## src/rtl/sumador_pkg.sv

```systemverilog
// sumador_pkg: shared constants for the adder board display path.
//   - Active-low seven-segment glyphs for hex digits 0-F, bit order {g,f,e,d,c,b,a}
//   - SEG_BLANK: all segments off
//   - seg7(): nibble to active-low segment pattern
package sumador_pkg;

  localparam logic [6:0] SEG_BLANK = 7'h7F;

  // Index n holds the glyph for hex digit n; b and d are lowercase shapes.
  localparam logic [15:0][6:0] GLYPHS = {
    7'h0E, // F
    7'h06, // E
    7'h21, // d
    7'h46, // C
    7'h03, // b
    7'h08, // A
    7'h10, // 9
    7'h00, // 8
    7'h78, // 7
    7'h02, // 6
    7'h12, // 5
    7'h19, // 4
    7'h30, // 3
    7'h24, // 2
    7'h79, // 1
    7'h40  // 0
  };

  function automatic logic [6:0] seg7(input logic [3:0] nib);
    return GLYPHS[nib];
  endfunction

endpackage

```

## src/rtl/btn_debounce.sv

```systemverilog
// btn_debounce: raw button to single-cycle press pulse.
//   clk_pi    in  system clock
//   rst_pi    in  synchronous active-high reset
//   btn_pi    in  raw, bouncing, asynchronous button level
//   pulse_po  out one-cycle pulse on the accepted rising edge of the level
// The accepted level follows the synchronised input only after it has
// disagreed for DEBOUNCE_CYC consecutive cycles; any agreeing cycle restarts
// the count. Latency from a stable raw edge to pulse_po is DEBOUNCE_CYC+2.
module btn_debounce #(
  parameter int DEBOUNCE_CYC = 270000
) (
  input  logic clk_pi,
  input  logic rst_pi,
  input  logic btn_pi,
  output logic pulse_po
);

  localparam int CNT_W = (DEBOUNCE_CYC > 1) ? $clog2(DEBOUNCE_CYC) : 1;

  logic             sync1_q, sync1_d;
  logic             sync2_q, sync2_d;
  logic             db_q, db_d;
  logic             pulse_q, pulse_d;
  logic [CNT_W-1:0] cnt_q, cnt_d;

  always_comb begin
    sync1_d = btn_pi;
    sync2_d = sync1_q;
    db_d    = db_q;
    cnt_d   = '0;
    pulse_d = 1'b0;
    if (sync2_q != db_q) begin
      if (cnt_q == CNT_W'(DEBOUNCE_CYC - 1)) begin
        db_d    = sync2_q;
        pulse_d = sync2_q;  // rising edge only; release produces no pulse
      end else begin
        cnt_d = cnt_q + 1'b1;
      end
    end
  end

  always_ff @(posedge clk_pi) begin
    if (rst_pi) begin
      sync1_q <= 1'b0;
      sync2_q <= 1'b0;
      db_q    <= 1'b0;
      cnt_q   <= '0;
      pulse_q <= 1'b0;
    end else begin
      sync1_q <= sync1_d;
      sync2_q <= sync2_d;
      db_q    <= db_d;
      cnt_q   <= cnt_d;
      pulse_q <= pulse_d;
    end
  end

  assign pulse_po = pulse_q;

endmodule

```

## src/rtl/sumador_acc_mux.sv

```systemverilog
// sumador_acc_mux: debounced add/subtract accumulator with multiplexed
// hex display.
//   clk_pi            in  system clock
//   rst_pi            in  synchronous active-high reset
//   dipswitch         in  IN_W   unsigned operand, asynchronous
//   suma_btn          in  add button, raw
//   resta_btn         in  subtract button, raw
//   acumulador_total  out ACC_W  accumulator value
//   overflow_po       out sticky wrap/saturation flag
//   anodo_po          out DIGITS one-hot-low digit enables
//   catodo_po         out 7      active-low segments {g,f,e,d,c,b,a}
// SAT=0 wraps modulo 2^ACC_W, SAT=1 clamps to 0 / all ones.
// Build option SUMADOR_LEAD_BLANK_EN: blank leading-zero digits (digit 0
// always shown). Undefined: every digit is shown.
module sumador_acc_mux
  import sumador_pkg::*;
#(
  parameter int IN_W         = 4,
  parameter int ACC_W        = 16,
  parameter int DIGITS       = 4,
  parameter int DEBOUNCE_CYC = 270000,
  parameter int SCAN_CYC     = 27000,
  parameter int SAT          = 0
) (
  input  logic              clk_pi,
  input  logic              rst_pi,
  input  logic [IN_W-1:0]   dipswitch,
  input  logic              suma_btn,
  input  logic              resta_btn,
  output logic [ACC_W-1:0]  acumulador_total,
  output logic              overflow_po,
  output logic [DIGITS-1:0] anodo_po,
  output logic [6:0]        catodo_po
);

  localparam int IDX_W  = (DIGITS > 1) ? $clog2(DIGITS) : 1;
  localparam int SCAN_W = (SCAN_CYC > 1) ? $clog2(SCAN_CYC) : 1;

  logic add_pulse, sub_pulse;

  btn_debounce #(.DEBOUNCE_CYC(DEBOUNCE_CYC)) u_db_suma (
    .clk_pi(clk_pi), .rst_pi(rst_pi), .btn_pi(suma_btn), .pulse_po(add_pulse)
  );

  btn_debounce #(.DEBOUNCE_CYC(DEBOUNCE_CYC)) u_db_resta (
    .clk_pi(clk_pi), .rst_pi(rst_pi), .btn_pi(resta_btn), .pulse_po(sub_pulse)
  );

  logic [IN_W-1:0]   dip1_q, dip1_d, dip2_q, dip2_d;
  logic [ACC_W-1:0]  acc_q, acc_d, op;
  logic              ov_q, ov_d;
  logic [ACC_W:0]    sum_ext, diff_ext;
  logic [SCAN_W-1:0] scan_cnt_q, scan_cnt_d;
  logic [IDX_W-1:0]  idx_q, idx_d;
  logic [DIGITS-1:0] anodo_q, anodo_d;
  logic [6:0]        catodo_q, catodo_d;
  logic [3:0]        nib;

  // Accumulator: the extra top bit of sum/diff is the carry or borrow.
  always_comb begin
    dip1_d   = dipswitch;
    dip2_d   = dip1_q;
    op       = ACC_W'(dip2_q);
    sum_ext  = {1'b0, acc_q} + {1'b0, op};
    diff_ext = {1'b0, acc_q} - {1'b0, op};
    acc_d    = acc_q;
    ov_d     = ov_q;
    if (add_pulse && !sub_pulse) begin
      acc_d = sum_ext[ACC_W-1:0];
      if (sum_ext[ACC_W]) begin
        ov_d = 1'b1;
        if (SAT != 0) acc_d = '1;
      end
    end else if (sub_pulse && !add_pulse) begin
      acc_d = diff_ext[ACC_W-1:0];
      if (diff_ext[ACC_W]) begin
        ov_d = 1'b1;
        if (SAT != 0) acc_d = '0;
      end
    end
  end

  // Scan: drive registers load from idx_q, so the lit digit lags the index
  // by one cycle and digit 0 appears on the first cycle out of reset.
  always_comb begin
    scan_cnt_d = scan_cnt_q + 1'b1;
    idx_d      = idx_q;
    if (scan_cnt_q == SCAN_W'(SCAN_CYC - 1)) begin
      scan_cnt_d = '0;
      idx_d      = (idx_q == IDX_W'(DIGITS - 1)) ? '0 : idx_q + 1'b1;
    end
    anodo_d  = ~(DIGITS'(1) << idx_q);
    nib      = acc_q[{idx_q, 2'b00} +: 4];
    catodo_d = seg7(nib);
`ifdef SUMADOR_LEAD_BLANK_EN
    // Blank when this nibble and everything above it are zero.
    if ((idx_q != '0) && ((acc_q >> {idx_q, 2'b00}) == '0)) catodo_d = SEG_BLANK;
`endif
  end

  always_ff @(posedge clk_pi) begin
    if (rst_pi) begin
      dip1_q     <= '0;
      dip2_q     <= '0;
      acc_q      <= '0;
      ov_q       <= 1'b0;
      scan_cnt_q <= '0;
      idx_q      <= '0;
      anodo_q    <= '1;
      catodo_q   <= SEG_BLANK;
    end else begin
      dip1_q     <= dip1_d;
      dip2_q     <= dip2_d;
      acc_q      <= acc_d;
      ov_q       <= ov_d;
      scan_cnt_q <= scan_cnt_d;
      idx_q      <= idx_d;
      anodo_q    <= anodo_d;
      catodo_q   <= catodo_d;
    end
  end

  assign acumulador_total = acc_q;
  assign overflow_po      = ov_q;
  assign anodo_po         = anodo_q;
  assign catodo_po        = catodo_q;

endmodule

```

## config.mk

```make
export PLATFORM = sky130hd
export DESIGN_NAME = sumador_acc_mux
export DESIGN_NICKNAME = d
export VERILOG_FILES = /design/src/rtl/sumador_pkg.sv /design/src/rtl/btn_debounce.sv /design/src/rtl/sumador_acc_mux.sv
export SDC_FILE = /design/constraint.sdc
export NUM_CORES = 1
export LEC_CHECK = 0
export ABC_CLOCK_PERIOD_IN_PS = 4500
export BUFFER_PORTS_ARGS = -buffer_cell sky130_fd_sc_hd__buf_2
export CELL_PAD_IN_SITES_DETAIL_PLACEMENT = 1
export CELL_PAD_IN_SITES_GLOBAL_PLACEMENT = 2
export CORE_UTILIZATION = 40
export DETAILED_ROUTE_END_ITERATION = 8
export PLACE_DENSITY_LB_ADDON = 0.08
export SLEW_MARGIN = 20
export SYNTH_ARGS = -nofsm -noshare
export SYNTH_HDL_FRONTEND = slang
export SYNTH_SLANG_ARGS = --single-unit
```

## constraint.sdc

```tcl
create_clock -name clk_pi -period 4.5 [get_ports clk_pi]
set_clock_uncertainty 0.05 [all_clocks]
set_input_delay 0.45 -clock clk_pi [delete_from_list [all_inputs] [get_ports clk_pi]]
set_output_delay 0.45 -clock clk_pi [all_outputs]
set_load 0.02 [all_outputs]
```

==> metrics.md, run 1 <==
| Metric | Value |
|---|---|
| Io pins | 36 |
| Syn-to-layout area delta | 12.2% |
| Wire per inst | 15.1 um |
| Die H | 111 um |
| Syn avg cell area | ~8.9 um2 |
| Share of layout cells above drive strength 1 | 0.107 |
| CTS tree | yes |
| Max-slew violation count | 0 |
| CTS max path bufs | 2 |
| Syn Nets | between 500 and 600 |
| RSZ-0062 raised after global routing | no |
| Worst hold path class | primary input to register |
| Final Wtd Congestion | 0.791 |
| Power Dens Cells | approximately 320 nW/um2 |
| Sink Count | 99 |
| Root Buffer | clkbuf_16 |
| Vias in the first global route | a little under 4k |
| Final worst path period share | 0.574 |
| Warnings, synthesis | 0 |
| Crit path kind | register to register |
| Largest cells by area after synthesis | dfxtp_1 (42%), nor2_1 (6.7%), ha_1 (5.8%), xor2_1 (4.6%), xnor2_1 (4.0%) |
| Post-CTS setup repair buffer count | 0 |
| Die Wd | between 100 and 150 um |
| Die area | 12300 um2 |
| Worst-margin pin slew | 0.835 ns |
| Cts repair resizes | 0 |
| Largest net degree at the start of global routing | 24 |
| Number of cell rows | 39 |
| WL final | between 10 and 15 mm |
| # Max-Cap Violations | 0 |
| H-Tree Depth | 3 |
| 1st-pass router iterations | 6 |
| Post-route cell area | ~5300 um2 |
| Slowest Stage Delay on Critical Path | 0.68 ns |
| Worst Path Max Fanout | 21 |
| Most common cell after layout, fill and taps aside | dfxtp_1 |
| Main synth FF type | dfxtp_1 |
| DPL Wire Length | around 7.7 mm |
| Synthesized area | 4760 um2 |
| Tot GR Track Use | 0.189 |
| Commonest cells after routing, fill and taps aside | dfxtp_1 (99), nor2_1 (85), buf_2 (35), nand2_1 (33), nand3_1 (28) |
| Sequential element share of the synthesized area | 0.417 |
| Worst Path Arrival | approximately 2.8 ns |
| Req. time, crit path | roughly 4.7 ns |
| Grt total ovfl | 0 |
| Final setup viols | 0 |
| First-pass GRT wire length | between 15 and 20 mm |
| Number of antenna diodes | 0 |
| Cell taking the most area after synthesis | dfxtp_1 |
| Nets | 595 |
| Worst setup EP type | register |
| Synth async-reset ratio | 0 |
| Starting DRC count in detailed routing | slightly below 200 |
| Total power draw | between 0.0015 and 0.002 W |
| Fin crit period | approximately 2.6 ns |
| Worst VDD drop | 0.182 mV |
| Initial core utilization | 0.413 |
| Post-Syn Instances | 535 |
| Worst-Skew Late Latency | 0.35 ns |
| Cell at the slowest stage of the critical path | or4_1 |
| Crit path cell chain | inv_1, ha_1, or4_1, nor3_2, a21oi_1, or4_1, a21oi_1 |
| Setup TNS | 0 ns |
| Fmax | approximately 390 MHz |
| Number of synthesized flops with an enable pin | 0 |
| Placed Area | around 5000 um2 |
| Detail Route Antenna Nets | 0 |
| Port-buffer cells | 35 |
| Final hold violations | 0 |
| Failing checks | DRC |
| CTS clk-pin slew, worst paths | about 0.07 ns |
| Status | finished, violations left |
| Cts hold-fix bufs | 0 |
| Area fraction of the dominant cell type after synthesis | 0.417 |
| CTS buffer count | 9 |
| Slew headroom | 0.443 |
| Leakage | approximately 2 nW |
| # DRC | 8 |
| Core Box Area | 11500 um2 |
| Initial antenna violation count | 0 |
| Via Count | ~3.8k |
| Distinct cells, synth | 57 |
| DR vias/cell | roughly 5.3 |
| Synth Register Bits | just under 100 |
| Worst setup SP type | register |
path summary, 6_finish.rpt:
check                         endpoint  slack, ns  cells past startpoint           startpoint
setup / recovery  acumulador_total[15]       1.92                      7  u_db_resta.pulse_po
hold / removal      u_db_resta.sync1_q       0.26                      2            resta_btn
setup reg to reg  acumulador_total[15]       1.92                      7  u_db_resta.pulse_po
hold reg to reg              dip2_q[0]       0.39                      1            dip1_q[0]
state kept, by name, indices dropped and copies added (netlist names), 2 cells and up:
name,flops
u_db_resta.cnt_q,19
u_db_suma.cnt_q,19
acumulador_total,16
scan_cnt_q,15
catodo_po,7
anodo_po,4
dip1_q,4
dip2_q,4
idx_q,2
metrics by stage:
step           cells  worst slack (ns)  hold slack, ns   util
2_1_floorplan    535              2.29           0.364      -
3_3_place_gp     695              2.02           0.374  0.437
3_5_place_dp     695              1.95           0.384  0.437
4_1_cts          711              1.92           0.241  0.463
5_1_grt          711              1.75           0.266  0.463
6_report         711              1.92           0.259  0.463
metal layers:
layer  track usage  share of wire  up-vias
met5             0              0        -
met4        0.0649          0.016        0
met3        0.0530          0.035       13
met2         0.316           0.46       52
met1         0.233           0.48     1809
li1              -              -     1905
cell usage after synthesis, types with 6 or more instances:
master and number:
dfxtp_1 99, nor2_1 85, nand2_1 33, nand3_1 28, xor2_1 25, nor2b_1 23, a21oi_1 22, ha_1 22
inv_1 22, xnor2_1 22, nand4_1 13, and3_1 12, clkbuf_1 12, o21ai_0 11, nor3_1 8, or3_1 8
mux2i_1 7, o21a_1 6
logic make-up after synthesis:
kind of cell    count (synthesis)  synth area share
compound gates                 67            0.0915
xor+xnor                       47            0.0865
fa+ha+maj                      24            0.0663
buf+inv                        41            0.0350
flops                          99             0.417
mux                            16            0.0455
simple gates                  241             0.259
report_power, final:
part	internal, W	leakage, nW	switching, W
clock network	0.000437	0.137	0.000347
logic	0.0000201	1.06	0.0000356
registers	0.000887	0.803	0.00000534
critical path, delay by kind of cell, from the launching register on:
family | cells | cell delay [ns]
AOI/OAI and AO/OA | 2 | 0.26
adders and majority gates | 1 | 0.53
buffers and inverters | 1 | 0.04
DFF | 1 | 0.31
and+or+nand+nor | 3 | 1.31
area by class of cell:
type	count	area [um2]
multi-input cells	395	2610
clock buffers	10	229
inverters	22	82.6
well taps	143	179
clock inverters	6	72.6
repair buffers	36	183
fillers	1363	6180
flip-flops and latches	99	1980
(Power assumes the default switching activity.)
==> inputs of run 2 (changes only) <==
Settings changed: ABC_CLOCK_PERIOD_IN_PS 4500 to 2340, CORE_UTILIZATION 40 to 34.
Clock period 4.5 ns to 2.34 ns, I/O delays scaled along.
==> run 2 against run 1 <==
  * The flow now finishes without violations
  * Die area is 17% higher
  * First-iteration DRC count is 16% lower
  * Design area is 4.1% higher
  * Wire length is 4.1% higher
  * Critical endpoint is now acumulador_total[13]
  * Power is 95% higher
  * Largest cell class unchanged
  * Register-to-register slack worse by 1.8 ns
  * Count of clock-buffer cells in the layout stayed put
  * Non-clock buffer count is 21 higher
  * Sequential share of layout area is 1.4 points lower
  * Critical path depth stayed put
  * Clock power is 97% higher
  * Setup slack worse by 1.8 ns
==> metrics.md, run 2 (synthesis gave the netlist of run 1 again) <==
| Metric | Value |
|---|---|
| CTS clk-pin slew, worst paths | 0.07 ns (about the same) |
| Sink Count | 99 (unchanged) |
| Worst Path Max Fanout | 5 (was 21) |
| Req. time, crit path | 2.53 ns (was 4.72 ns) |
| H-Tree Depth | 3 (unchanged) |
| Power Internal | 0.00262 W (was 0.00134 W) |
| Worst Path Arrival | 2.39 ns (was 2.80 ns) |
| Fin Hold WS | 0.0353 ns (was 0.259 ns) |
| Worst-margin pin slew | 0.506 ns (was 0.835 ns) |
| Total power draw | 0.00338 W (was 0.00173 W) |
| Sequential fraction of design power | 0.507 (was 0.515) |
| DP Worst Slack | 0.135 ns (was 1.95 ns) |
| Grt total ovfl | 0 (unchanged) |
| Die area | 14500 um2 (was 12300 um2) |
| Worst setup EP type | register (unchanged) |
| CTS max path bufs | 2 (unchanged) |
| Nets | 616 (was 595) |
| Tot GR Track Use | 0.173 (was 0.189) |
| DR vias/cell | 5.03 (was 5.32) |
| Worst setup SP type | register (unchanged) |
| Final worst path period share | 0.938 (was 0.574) |
| Comb pwr share | 0.035 (was 0.032) |
| Detail Route Antenna Nets | 0 (unchanged) |
| Final Wtd Congestion | 0.773 (was 0.791) |
| Die Wd | 120 um (was 111 um) |
| RSZ-0062 raised after global routing | no (unchanged) |
| Share of layout cells above drive strength 1 | 0.144 (was 0.107) |
| Root Buffer | clkbuf_16 (unchanged) |
| R2R cell count | 7 (unchanged) |
| Leakage | 2.12 nW (was 2.00 nW) |
| Fillers | 1621 (was 1363) |
| Number of cell rows | 42 (was 39) |
| # DRC | 0 (was 8) |
| Clock share of power | 0.458 (was 0.453) |
| Initial antenna violation count | 0 (unchanged) |
| R2R Setup Slk | 0.14 ns (was 1.92 ns) |
| Setup TNS | 0 ns (unchanged) |
| DPL Wire Length | 8.26 mm (was 7.66 mm) |
| Sw Ratio | 0.225 (was 0.224) |
| Number of antenna diodes | 0 (unchanged) |
| 1st-pass router iterations | 4 (was 6) |
| Worst VDD drop | 0.306 mV (was 0.182 mV) |
| RR Endpoint | acumulador_total[13] (was acumulador_total[15]) |
| Fin crit period | 2.20 ns (was 2.58 ns) |
| Final setup viols | 0 (unchanged) |
| Worst hold start | suma_btn (was resta_btn) |
| Largest net degree at the start of global routing | 44 (was 24) |
| Fmax | 456 MHz (was 387 MHz) |
| Syn-to-layout area delta | 16.7% (was 12.2%) |
| Post-route cell area | 5550 um2 (was 5340 um2) |
| Worst R2R Start | acumulador_total[0] (was u_db_resta.pulse_po) |
| CTS tree | yes (unchanged) |
| Placed Area | 5240 um2 (was 5040 um2) |
| First-pass GRT wire length | 19.8 mm (was 18.6 mm) |
| Slew headroom | 0.660 (was 0.443) |
| Crit path kind | register to register (unchanged) |
| CTS buffer count | 9 (unchanged) |
| Via Count | 3850 (was 3779) |
| Crit path launch | acumulador_total[0] (was u_db_resta.pulse_po) |
| Most common cell after layout, fill and taps aside | dfxtp_1 (unchanged) |
| Status | complete, no violations (was finished, violations left) |
| Worst hold path class | primary input to register (unchanged) |
| Switching power | 0.000763 W (was 0.000388 W) |
| Hold Crit Endpoint | u_db_suma.sync1_q (was u_db_resta.sync1_q) |
| WL final | 11.2 mm (was 10.7 mm) |
| Power Dens Cells | 609 nW/um2 (was 325 nW/um2) |
| Starting DRC count in detailed routing | 168 (was 199) |
| Cts hold-fix bufs | 0 (unchanged) |
| Vias in the first global route | 4048 (was 3865) |
| WHS Path Cells | 2 (unchanged) |
| Commonest cells after routing, fill and taps aside | dfxtp_1 (99), nor2_1 (85), buf_2 (35), nand2_1 (33), nand3_1 (28) (unchanged) |
| Port-buffer cells | 35 (unchanged) |
| Setup ws final | 0.145 ns (was 1.92 ns) |
| Max-slew violation count | 0 (unchanged) |
| Wire per inst | 14.6 um (was 15.1 um) |
| # Max-Cap Violations | 0 (unchanged) |
| Core Box Area | 13500 um2 (was 11500 um2) |
| Die H | 120 um (was 111 um) |
| Worst-Skew Late Latency | 0.35 ns (about the same) |
| Final hold violations | 0 (unchanged) |
| Initial core utilization | 0.354 (was 0.413) |
| Io pins | 36 (unchanged) |
run 2: changes by cell type in the layout (fill, tap and decap cells not counted):
cell / before / now
buf_4: 1 / 22
clkinvlp_4: 3 / 1
clkbuf_1: 1 / 0
clkbuf_8: 0 / 1
clkinv_2: 0 / 1
clkinv_4: 0 / 1
nor3b_1: 1 / 0
nor3b_2: 0 / 1
o21ai_1: 1 / 0
o21ai_2: 0 / 1
run 2: area by class of cell:
cell class	count	area [um2]	share of cell area
flip-flops and latches	99	1980	0.357
multi-input cells	395	2620	0.472
repair buffers	57	340	0.0613
inverters	22	82.6	0.0149
well taps	176	220	0.0396
clock inverters	6	71.3	0.0128
clock buffers	10	239	0.0430
run 2: per-layer routing:
layer	vias to the layer above	GRT usage	routed length, um
li1	1955	-	-
met1	1840	0.231	5670
met2	45	0.274	5000
met3	10	0.0439	382
met4	0	0.0502	123
met5	-	0	0
run 2: timing repair:
action                     4_1_cts  5_1_grt
gates resized for setup          0        2
setup endpoints to repair        0        4
setup buffers                    0        0
run 2: how the worst max path moves through the flow:
stage	end	cells past startpoint	slack [ns]
floorplan	acumulador_total[15]	6	0.13
global placement	acumulador_total[12]	7	0.17
detailed placement	acumulador_total[12]	7	0.14
CTS	acumulador_total[15]	8	0.12
global route	acumulador_total[12]	7	0.02
finish	acumulador_total[13]	7	0.14
run 2: worst max-delay path, cell delays in order (launching register included):
cell	delay, ns
dfxtp_1	0.36
ha_1	0.26
nor3b_2	0.17
buf_4	0.13
o31a_1	0.28
o2111ai_1	0.34
o2bb2ai_1	0.18
mux2_1	0.33
run 2: power by group through the flow:
stage	clock network [W]	registers, W	logic (W)
4_1_cts	0.00161	0.00171	0.000118
5_1_grt	0.00169	0.00172	0.000133
3_3_place_gp	0	0.00175	0.000116
3_5_place_dp	0	0.00175	0.000118
6_report	0.00155	0.00172	0.000117
2_1_floorplan	0	0.00176	0.0000677
run 2: stage by stage:
step / util / instances
4_1_cts: 0.412 / 765
2_1_floorplan: - / 535
3_5_place_dp: 0.389 / 749
6_report: 0.413 / 765
5_1_grt: 0.413 / 765
3_3_place_gp: 0.389 / 749
